File: config.mk
export PLATFORM = sky130hd
export DESIGN_NAME = multicycle_ctrl
export DESIGN_NICKNAME = d
export VERILOG_FILES = /design/src/rtl/multicycle_ctrl.sv
export SDC_FILE = /design/constraint.sdc
export NUM_CORES = 1
export LEC_CHECK = 0
export CAP_MARGIN = 40
export CELL_PAD_IN_SITES_DETAIL_PLACEMENT = 0
export CELL_PAD_IN_SITES_GLOBAL_PLACEMENT = 1
export CORE_MARGIN = 2
export CORE_UTILIZATION = 34
export DETAILED_ROUTE_END_ITERATION = 8
export GPL_TIMING_DRIVEN = 0
export PLACE_DENSITY_LB_ADDON = 0.1
export SLEW_MARGIN = 20
export SYNTH_ARGS = -nofsm -noshare
export SYNTH_HDL_FRONTEND = slang
export SYNTH_SLANG_ARGS = --single-unit
File: constraint.sdc
create_clock -name clk -period 2.6 [get_ports clk]
set_clock_uncertainty 0.2 [all_clocks]
set_input_delay 0.78 -clock clk [delete_from_list [all_inputs] [get_ports clk]]
set_output_delay 0.78 -clock clk [all_outputs]
set_load 0.05 [all_outputs]
File: src/rtl/multicycle_ctrl.sv
// Multi-cycle control FSM for the RV32I core.
// Sequences FETCH/DECODE/EXEC/MEM/WB (plus a sticky TRAP on illegal opcodes),
// registers the immediate type and instruction class in DECODE, and drives
// all datapath strobes combinationally from the registered state and class.
//
// Memory handshake: mem_req is the valid and mem_ready is the ready. An access
// completes in the cycle both are 1. Once mem_req is raised in FETCH or MEM it
// stays high until that completion, or until rst (which forces every strobe
// low in the cycle it is sampled).
module multicycle_ctrl #(
    parameter int unsigned RESET_PC_HOLD = 0,
    parameter int unsigned RETIRE_W      = 32
) (
    input  logic                clk,
    input  logic                rst,
    input  logic [31:0]         instr,
    input  logic                mem_ready,
    input  logic                branch_taken,
    output logic [2:0]          imm_type,
    output logic                ir_write,
    output logic                pc_write,
    output logic [1:0]          pc_src,
    output logic                mem_req,
    output logic                mem_we,
    output logic                mem_is_data,
    output logic                alu_src_a,
    output logic                alu_src_b,
    output logic                reg_write,
    output logic [1:0]          wb_sel,
    output logic [2:0]          state,
    output logic                illegal,
    output logic [RETIRE_W-1:0] retired
);

    typedef enum logic [2:0] {
        ST_FETCH  = 3'd0,
        ST_DECODE = 3'd1,
        ST_EXEC   = 3'd2,
        ST_MEM    = 3'd3,
        ST_WB     = 3'd4,
        ST_TRAP   = 3'd5
    } state_t;

    // CL_NONE doubles as the "illegal opcode" result of the decoder.
    typedef enum logic [3:0] {
        CL_NONE   = 4'd0,
        CL_OP     = 4'd1,
        CL_OPIMM  = 4'd2,
        CL_LOAD   = 4'd3,
        CL_STORE  = 4'd4,
        CL_LUI    = 4'd5,
        CL_AUIPC  = 4'd6,
        CL_BRANCH = 4'd7,
        CL_JAL    = 4'd8,
        CL_JALR   = 4'd9
    } class_t;

    localparam logic [2:0] IMM_I    = 3'd0;
    localparam logic [2:0] IMM_B    = 3'd1;
    localparam logic [2:0] IMM_S    = 3'd2;
    localparam logic [2:0] IMM_U    = 3'd3;
    localparam logic [2:0] IMM_J    = 3'd4;
    localparam logic [2:0] IMM_NONE = 3'd7;

    localparam logic [1:0] PC_PLUS4 = 2'd0;
    localparam logic [1:0] PC_REL   = 2'd1;
    localparam logic [1:0] PC_JALR  = 2'd2;

    localparam logic [1:0] WB_ALU  = 2'd0;
    localparam logic [1:0] WB_LOAD = 2'd1;
    localparam logic [1:0] WB_LINK = 2'd2;
    localparam logic [1:0] WB_IMM  = 2'd3;

    localparam logic [3:0]          HOLD_INIT = 4'(RESET_PC_HOLD);
    localparam logic [RETIRE_W-1:0] RET_ONE   = RETIRE_W'(1);

    state_t              state_q, state_d;
    class_t              class_q, class_d;
    logic [2:0]          imm_q, imm_d;
    logic                illegal_q, illegal_d;
    logic [RETIRE_W-1:0] retired_q, retired_d;
    logic [3:0]          hold_q, hold_d;

    class_t              dec_class;
    logic [2:0]          dec_imm;
    logic [6:0]          opcode;
    logic                retire;
    logic                unused_instr_bits;

    assign opcode            = instr[6:0];
    assign unused_instr_bits = ^instr[31:7];

    // Opcode decoder: instruction class and immediate format from instr[6:0].
    always_comb begin
        dec_class = CL_NONE;
        dec_imm   = IMM_NONE;
        case (opcode)
            7'b0110111: begin dec_class = CL_LUI;    dec_imm = IMM_U;    end
            7'b0010111: begin dec_class = CL_AUIPC;  dec_imm = IMM_U;    end
            7'b1101111: begin dec_class = CL_JAL;    dec_imm = IMM_J;    end
            7'b1100111: begin dec_class = CL_JALR;   dec_imm = IMM_I;    end
            7'b1100011: begin dec_class = CL_BRANCH; dec_imm = IMM_B;    end
            7'b0000011: begin dec_class = CL_LOAD;   dec_imm = IMM_I;    end
            7'b0100011: begin dec_class = CL_STORE;  dec_imm = IMM_S;    end
            7'b0010011: begin dec_class = CL_OPIMM;  dec_imm = IMM_I;    end
            7'b0110011: begin dec_class = CL_OP;     dec_imm = IMM_NONE; end
            default:    begin dec_class = CL_NONE;   dec_imm = IMM_NONE; end
        endcase
    end

    // Next-state, register updates and strobe decode from the registered state/class.
    always_comb begin
        state_d     = state_q;
        class_d     = class_q;
        imm_d       = imm_q;
        illegal_d   = illegal_q;
        retired_d   = retired_q;
        hold_d      = hold_q;
        retire      = 1'b0;
        ir_write    = 1'b0;
        pc_write    = 1'b0;
        pc_src      = PC_PLUS4;
        mem_req     = 1'b0;
        mem_we      = 1'b0;
        mem_is_data = 1'b0;
        alu_src_a   = 1'b0;
        alu_src_b   = 1'b0;
        reg_write   = 1'b0;
        wb_sel      = WB_ALU;

        case (state_q)
            ST_FETCH: begin
                // The post-reset hold delays only the very first fetch.
                if (hold_q != 4'd0) begin
                    hold_d = hold_q - 4'd1;
                end else begin
                    mem_req = 1'b1;
                    if (mem_ready) begin
                        ir_write = 1'b1;
                        pc_write = 1'b1;
                        pc_src   = PC_PLUS4;
                        state_d  = ST_DECODE;
                    end
                end
            end
            ST_DECODE: begin
                class_d = dec_class;
                imm_d   = dec_imm;
                if (dec_class == CL_NONE) begin
                    illegal_d = 1'b1;
                    state_d   = ST_TRAP;
                end else begin
                    state_d = ST_EXEC;
                end
            end
            ST_EXEC: begin
                case (class_q)
                    CL_OP: begin
                        state_d = ST_WB;
                    end
                    CL_OPIMM: begin
                        alu_src_b = 1'b1;
                        state_d   = ST_WB;
                    end
                    CL_LOAD, CL_STORE: begin
                        alu_src_b = 1'b1;
                        state_d   = ST_MEM;
                    end
                    CL_LUI: begin
                        state_d = ST_WB;
                    end
                    CL_AUIPC: begin
                        alu_src_a = 1'b1;
                        alu_src_b = 1'b1;
                        state_d   = ST_WB;
                    end
                    CL_BRANCH: begin
                        pc_write = branch_taken;
                        pc_src   = PC_REL;
                        retire   = 1'b1;
                        state_d  = ST_FETCH;
                    end
                    CL_JAL: begin
                        pc_write = 1'b1;
                        pc_src   = PC_REL;
                        state_d  = ST_WB;
                    end
                    CL_JALR: begin
                        pc_write = 1'b1;
                        pc_src   = PC_JALR;
                        state_d  = ST_WB;
                    end
                    default: begin
                        state_d = ST_FETCH;
                    end
                endcase
            end
            ST_MEM: begin
                mem_req     = 1'b1;
                mem_is_data = 1'b1;
                mem_we      = (class_q == CL_STORE);
                if (mem_ready) begin
                    if (class_q == CL_STORE) begin
                        retire  = 1'b1;
                        state_d = ST_FETCH;
                    end else begin
                        state_d = ST_WB;
                    end
                end
            end
            ST_WB: begin
                reg_write = 1'b1;
                case (class_q)
                    CL_LOAD:          wb_sel = WB_LOAD;
                    CL_JAL, CL_JALR:  wb_sel = WB_LINK;
                    CL_LUI:           wb_sel = WB_IMM;
                    default:          wb_sel = WB_ALU;
                endcase
                retire  = 1'b1;
                state_d = ST_FETCH;
            end
            ST_TRAP: begin
                state_d = ST_TRAP;
            end
            default: begin
                state_d = ST_FETCH;
            end
        endcase

        if (retire) begin
            retired_d = retired_q + RET_ONE;
        end

        // Reset wins over everything: no strobe may fire in a reset cycle.
        if (rst) begin
            ir_write    = 1'b0;
            pc_write    = 1'b0;
            pc_src      = PC_PLUS4;
            mem_req     = 1'b0;
            mem_we      = 1'b0;
            mem_is_data = 1'b0;
            alu_src_a   = 1'b0;
            alu_src_b   = 1'b0;
            reg_write   = 1'b0;
            wb_sel      = WB_ALU;
        end
    end

    // State, class, immediate type, sticky flag, retire counter and fetch hold.
    always_ff @(posedge clk) begin
        if (rst) begin
            state_q   <= ST_FETCH;
            class_q   <= CL_NONE;
            imm_q     <= IMM_NONE;
            illegal_q <= 1'b0;
            retired_q <= '0;
            hold_q    <= HOLD_INIT;
        end else begin
            state_q   <= state_d;
            class_q   <= class_d;
            imm_q     <= imm_d;
            illegal_q <= illegal_d;
            retired_q <= retired_d;
            hold_q    <= hold_d;
        end
    end

    assign state    = state_q;
    assign imm_type = imm_q;
    assign illegal  = illegal_q;
    assign retired  = retired_q;

endmodule
== Yosys cells after proc, flatten, opt, wreduce, memory -nomap -nowiden ==
Cells that the tools add are included.

* Add/subtract/negate cells: 2
* Equality and inequality tests: 26
* Reduce and logical (&&, ||, !) cells: 13
* Muxes and demuxes: 41

{| class="wikitable"
|+ Operators by type and width
! cell !! count
|-
| case mux 4 bit (9 select lines) || 1
|-
| adder 32 x 1 -> 32 bit (second input constant) || 1
|-
| case mux 3 bit (5 select lines) || 2
|-
| 2-to-1 mux 1 bit || 22
|-
| == test 7 x 6 -> 1 bit (second input constant) || 3
|-
| == test 7 bit (second input constant) || 3
|-
| == test 4 x 3 -> 1 bit (second input constant) || 4
|-
| 2-to-1 mux 3 bit || 5
|-
| == test 7 x 5 -> 1 bit (second input constant) || 2
|-
| == test 4 x 2 -> 1 bit (second input constant) || 2
|-
| == test 4 bit (second input constant) || 2
|-
| 2-to-1 mux 2 bit || 4
|-
| OR reduction 2 bit || 4
|-
| == test 7 x 2 -> 1 bit (second input constant) || 1
|-
| == test 3 x 2 -> 1 bit (second input constant) || 2
|-
| == test 3 bit (second input constant) || 2
|-
| != test 2 bit (second input constant) || 3
|-
| case mux 1 bit (2 select lines) || 3
|-
| case mux 2 bit (3 select lines) || 1
|-
| case mux 3 bit (2 select lines) || 1
|-
| OR reduction 6 bit || 1
|-
| == test 4 x 1 -> 1 bit (second input constant) || 1
|-
| zero test 4 bit || 1
|-
| case mux 2 bit (2 select lines) || 1
|-
| other kinds (9) || 10
|}

* Register bits after elaboration: 47
* Bits of input ports: 36

== Longest topological paths before layout ==
* Depth in word-level cells: 5
* Mapped depth: 7

== Least setup slack after synthesis ==
No wires, ideal clock.

* Path kind: input to output
* Start: in rst
* End: out wb_sel[0]
* Cell stages on the path: 3
* Path slack: -1.082 ns
* Arrival: 2.702 ns
* Cells stage by stage: clkbuf_1 > clkbuf_1 > nor4_1

* Word-level cells in the longest chain between the ends: 1

{| class="wikitable"
|+ RTL lines
! item !! line !! RTL
|-
| from (decl) || 15 || <nowiki>input logic rst,</nowiki>
|-
| 2-to-1 mux 2 bit || 235 || <nowiki>if (rst) begin</nowiki>
|-
| to (decl) || 29 || <nowiki>output logic [1:0] wb_sel,</nowiki>
|}

No other way between the ends.

== Final worst setup path ==
* Start: in mem_ready
* End: out pc_write

* Word-level cells in the longest chain between the ends: 4

{| class="wikitable"
|+ RTL lines
! item !! line !! RTL
|-
| from (decl) || 17 || <nowiki>input logic mem_ready,</nowiki>
|-
| 2-to-1 mux 1 bit || 138 || <nowiki>if (mem_ready) begin</nowiki>
|-
| 2-to-1 mux 1 bit || 134 || <nowiki>if (hold_q != 4'd0) begin</nowiki>
|-
| case mux 1 bit (2 select lines) || 131 || <nowiki>case (state_q)</nowiki>
|-
| 2-to-1 mux 1 bit || 235 ||
|-
| to (decl) || 21 || <nowiki>output logic pc_write,</nowiki>
|}

No other way between the ends.

==> impl_metrics.json <==
{
  "max_freq_mhz": 377.2,
  "syn_nets": 378,
  "finalPower_mw": 1.912,
  "timing.rr.end": "retired[18]$_SDFFE_PP0P_",
  "fillerInstances": 813,
  "reg2reg_slack_ns": 0.32,
  "postSynthCellCount": 340,
  "synth_ff_type": "dfxtp_1",
  "critPathKind": "input pin to output pin",
  "start_kind": "input pin",
  "nets": 452,
  "wl_mm": 7.612,
  "synth.yosys.warnings": 0,
  "outcome": "finished with violations",
  "yosysSeqAreaShare": 0.3324,
  "path_clk_slew_ns": 0.09,
  "htree_levels": 2,
  "setup.worst_path.end_class": "output pin",
  "drv_slew": 0,
  "die-area_um2": 9070,
  "min_period_ns": 2.651,
  "ios": 87,
  "syn_area_um2": 2830,
  "drt-pass1-iter-count": 4,
  "num_vias": 2673,
  "relSlewSlack": 0.6321,
  "clk_path_buf_depth": 2,
  "hold_viol_final": 0,
  "num_rows": 33,
  "grt_pass1_wl_mm": 12.39,
  "fin_crit_sh": 1.020,
  "rsz0062_at_grt": "yes",
  "cts.sinks": 47,
  "start_util": 0.3479,
  "holdCritPathClass": "flip-flop to flip-flop",
  "async_flop_share": 0,
  "antenna_found_initial": 0,
  "drc": 0,
  "postRouteAntennaNets": 0,
  "worst_pin_slew_ns": 0.5498,
  "fp.dieH_um": 95.24,
  "setup_viol": 1,
  "clk-insertion-delay-late_ns": 0.31,
  "wl_per_cell_um": 14.64,
  "gp_congestion": 0.8043,
  "drive_gt1_frac": 0.2458,
  "cp-startpoint": "mem_ready",
  "drv_cap": 0,
  "endpoint": "pc_write",
  "ff2ff_path_depth": 8,
  "power_leakage_nw": 1.400,
  "dp_hpwl_mm": 5.522,
  "grt_max_degree": 16,
  "ys_seq_elements": 47,
  "grt.total_usage": 0.1731,
  "die_w_um": 95.24,
  "core_area_um2": 8134,
  "failed_checks": "setup timing",
  "diodes": 0,
  "layout_setup_ws_ns": -0.05106,
  "area_delta_synth_final_pct": 40.76,
  "synth-edff-count": 0,
  "fin_util": 0.4898,
  "first_iter_violations": 125,
  "cp.required_ns": 1.62,
  "overflow": 0,
  "numPortBuffers": 59,
  "power_density_nw_per_um2": 479.9,
  "cp_max_fo": 4,
  "clockRootBuffer": "clkbuf_8",
  "worstPathArrival_ns": 1.67,
  "cts_tree": "done",
  "cts_buffers": 5,
  "ys_types": 50,
  "grt_pass1_vias": 2446,
  "vdd_drop_max_mv": 0.3428,
  "cts-hold-fix-buffers": 0,
  "r2r-start": "class_q[0]$_SDFFE_PP0N_",
  "synth.avg_cell_area_um2": 8.324,
  "vias_per_cell": 5.140
}
==> final cells by class <==
type / instances / area (µm²) / share of cell area
multi-input cells: 258 / 1907 / 0.4786
flip-flops and latches: 47 / 950.9 / 0.2387
repair buffers: 68 / 656.9 / 0.1649
plain buffers: 22 / 196.4 / 0.04931
well taps: 105 / 131.4 / 0.03298
clock buffers: 6 / 82.58 / 0.02073
inverters: 12 / 45.04 / 0.01131
clock inverters: 2 / 13.76 / 0.003455
==> timing repair <==
item / CTS / global route
setup endpoints to repair: 15 / 16
buffers inserted: 2 / 6
gates resized for setup: 102 / 23
pin swaps: 5 / 5
==> worst min-delay path by stage <==
stage,start,end,cells after the start
3_3_place_gp,imm_type[1]$_SDFFE_PP1N_,imm_type[1]$_SDFFE_PP1N_,2
4_1_cts,illegal$_SDFFE_PP0P_,illegal$_SDFFE_PP0P_,2
5_1_grt,illegal$_SDFFE_PP0P_,illegal$_SDFFE_PP0P_,2
3_5_place_dp,illegal$_SDFFE_PP0P_,illegal$_SDFFE_PP0P_,2
2_1_floorplan,hold_q[1]$_SDFFE_PP0P_,hold_q[1]$_SDFFE_PP0P_,2
6_report,imm_type[1]$_SDFFE_PP1N_,imm_type[1]$_SDFFE_PP1N_,2
==> kinds of logic after synthesis <==
kind of cell / count (synthesis) / share of synthesized area
xor gates and xnor gates: 35 / 0.1083
buffers and inverters: 35 / 0.06587
muxes: 1 / 0.003978
AOI/OAI and AO/OA: 75 / 0.2237
adders and majority gates: 2 / 0.008840
DFF: 47 / 0.3324
and+or+nand+nor: 145 / 0.2569
==> cell usage after synthesis, types with 2 or more instances <==
master     instances  area (µm²)
buf_2              3       15.01
a211o_1            3       26.28
a21oi_1           20       100.1
nand2b_1           5       31.28
and2_1             3       18.77
buf_6              4       45.04
nor3_1             6       30.03
xor2_1             2       17.52
dfxtp_1           47       940.9
a2111oi_4          2       55.05
buf_4              3       22.52
a211oi_1          14       105.1
nor3b_1            3       22.52
buf_1              2       7.510
nand4_1            4       25.02
nand3b_1           4       30.03
a31o_2             3       26.28
nor2b_1            2       12.51
o21bai_1           4       30.03
nand3_1           14       70.07
a2111oi_2         11       165.2
ha_1               2       25.02
nor4_1             5       31.28
xnor2_1           33       289.0
o21ai_0            6       30.03
nand2_1           32       120.1
a21boi_0           3       22.52
and3_1             2       12.51
and4_1             5       43.79
inv_1             12       45.04
clkbuf_1          10       37.54
nor2_1            53       198.9
==> critical path, stage by stage <==
cell and delay, ns:
clkdlybuf4s15_1 0.28, and2_4 0.22, o21ai_4 0.06, nor4_4 0.13, buf_6 0.20
==> through the flow <==
stage                     worst slack [ns]  setup TNS (ns)  area [µm²]  instances  hold slack (ns)
after floorplan                    -0.1226         -0.1267        2998        340           0.2899
final                             -0.05106        -0.05106        3984        520           0.3048
after global routing               -0.1398         -0.2276        3984        520           0.3388
after global placement              -1.116          -12.48        3720        504           0.2826
after CTS                         -0.07277        -0.08879        3892        515           0.3102
after detailed placement            -1.109          -12.48        3725        505           0.2860
==> where the power goes <==
group | leakage, nW | internal [mW] | switching [mW]
registers | 0.383 | 0.760 | 0.0420
clock network | 0.0516 | 0.218 | 0.263
logic | 0.965 | 0.259 | 0.370
==> placed cells by master, fill, tap and decap left out, types with 7 or more instances in the layout <==
master            n
nor2_1           48
dfxtp_1          41
clkdlybuf4s50_1  35
xnor2_1          33
nand2_1          29
a21oi_1          18
buf_4            14
nand3_1          14
a211oi_1         14
a2111oi_2        11
buf_6            10
inv_1             9
clkbuf_1          7
clkbuf_8          7
dlymetal6s2s_1    7
==> metal layers <==
layer / vias up / share of wire / track usage
li1: 1348 / - / -
met1: 1247 / 0.51 / 0.2602
met2: 71 / 0.43 / 0.2582
met3: 7 / 0.048 / 0.02767
met4: 0 / 0.0083 / 0.03865
met5: - / 0 / 0
==> flip-flops by register name (all words and copies together) (netlist names) <==
signal    cells
imm_type      3
illegal       1
hold_q        4
class_q       4
retired      32
state         3
(Power assumes the default switching activity.)
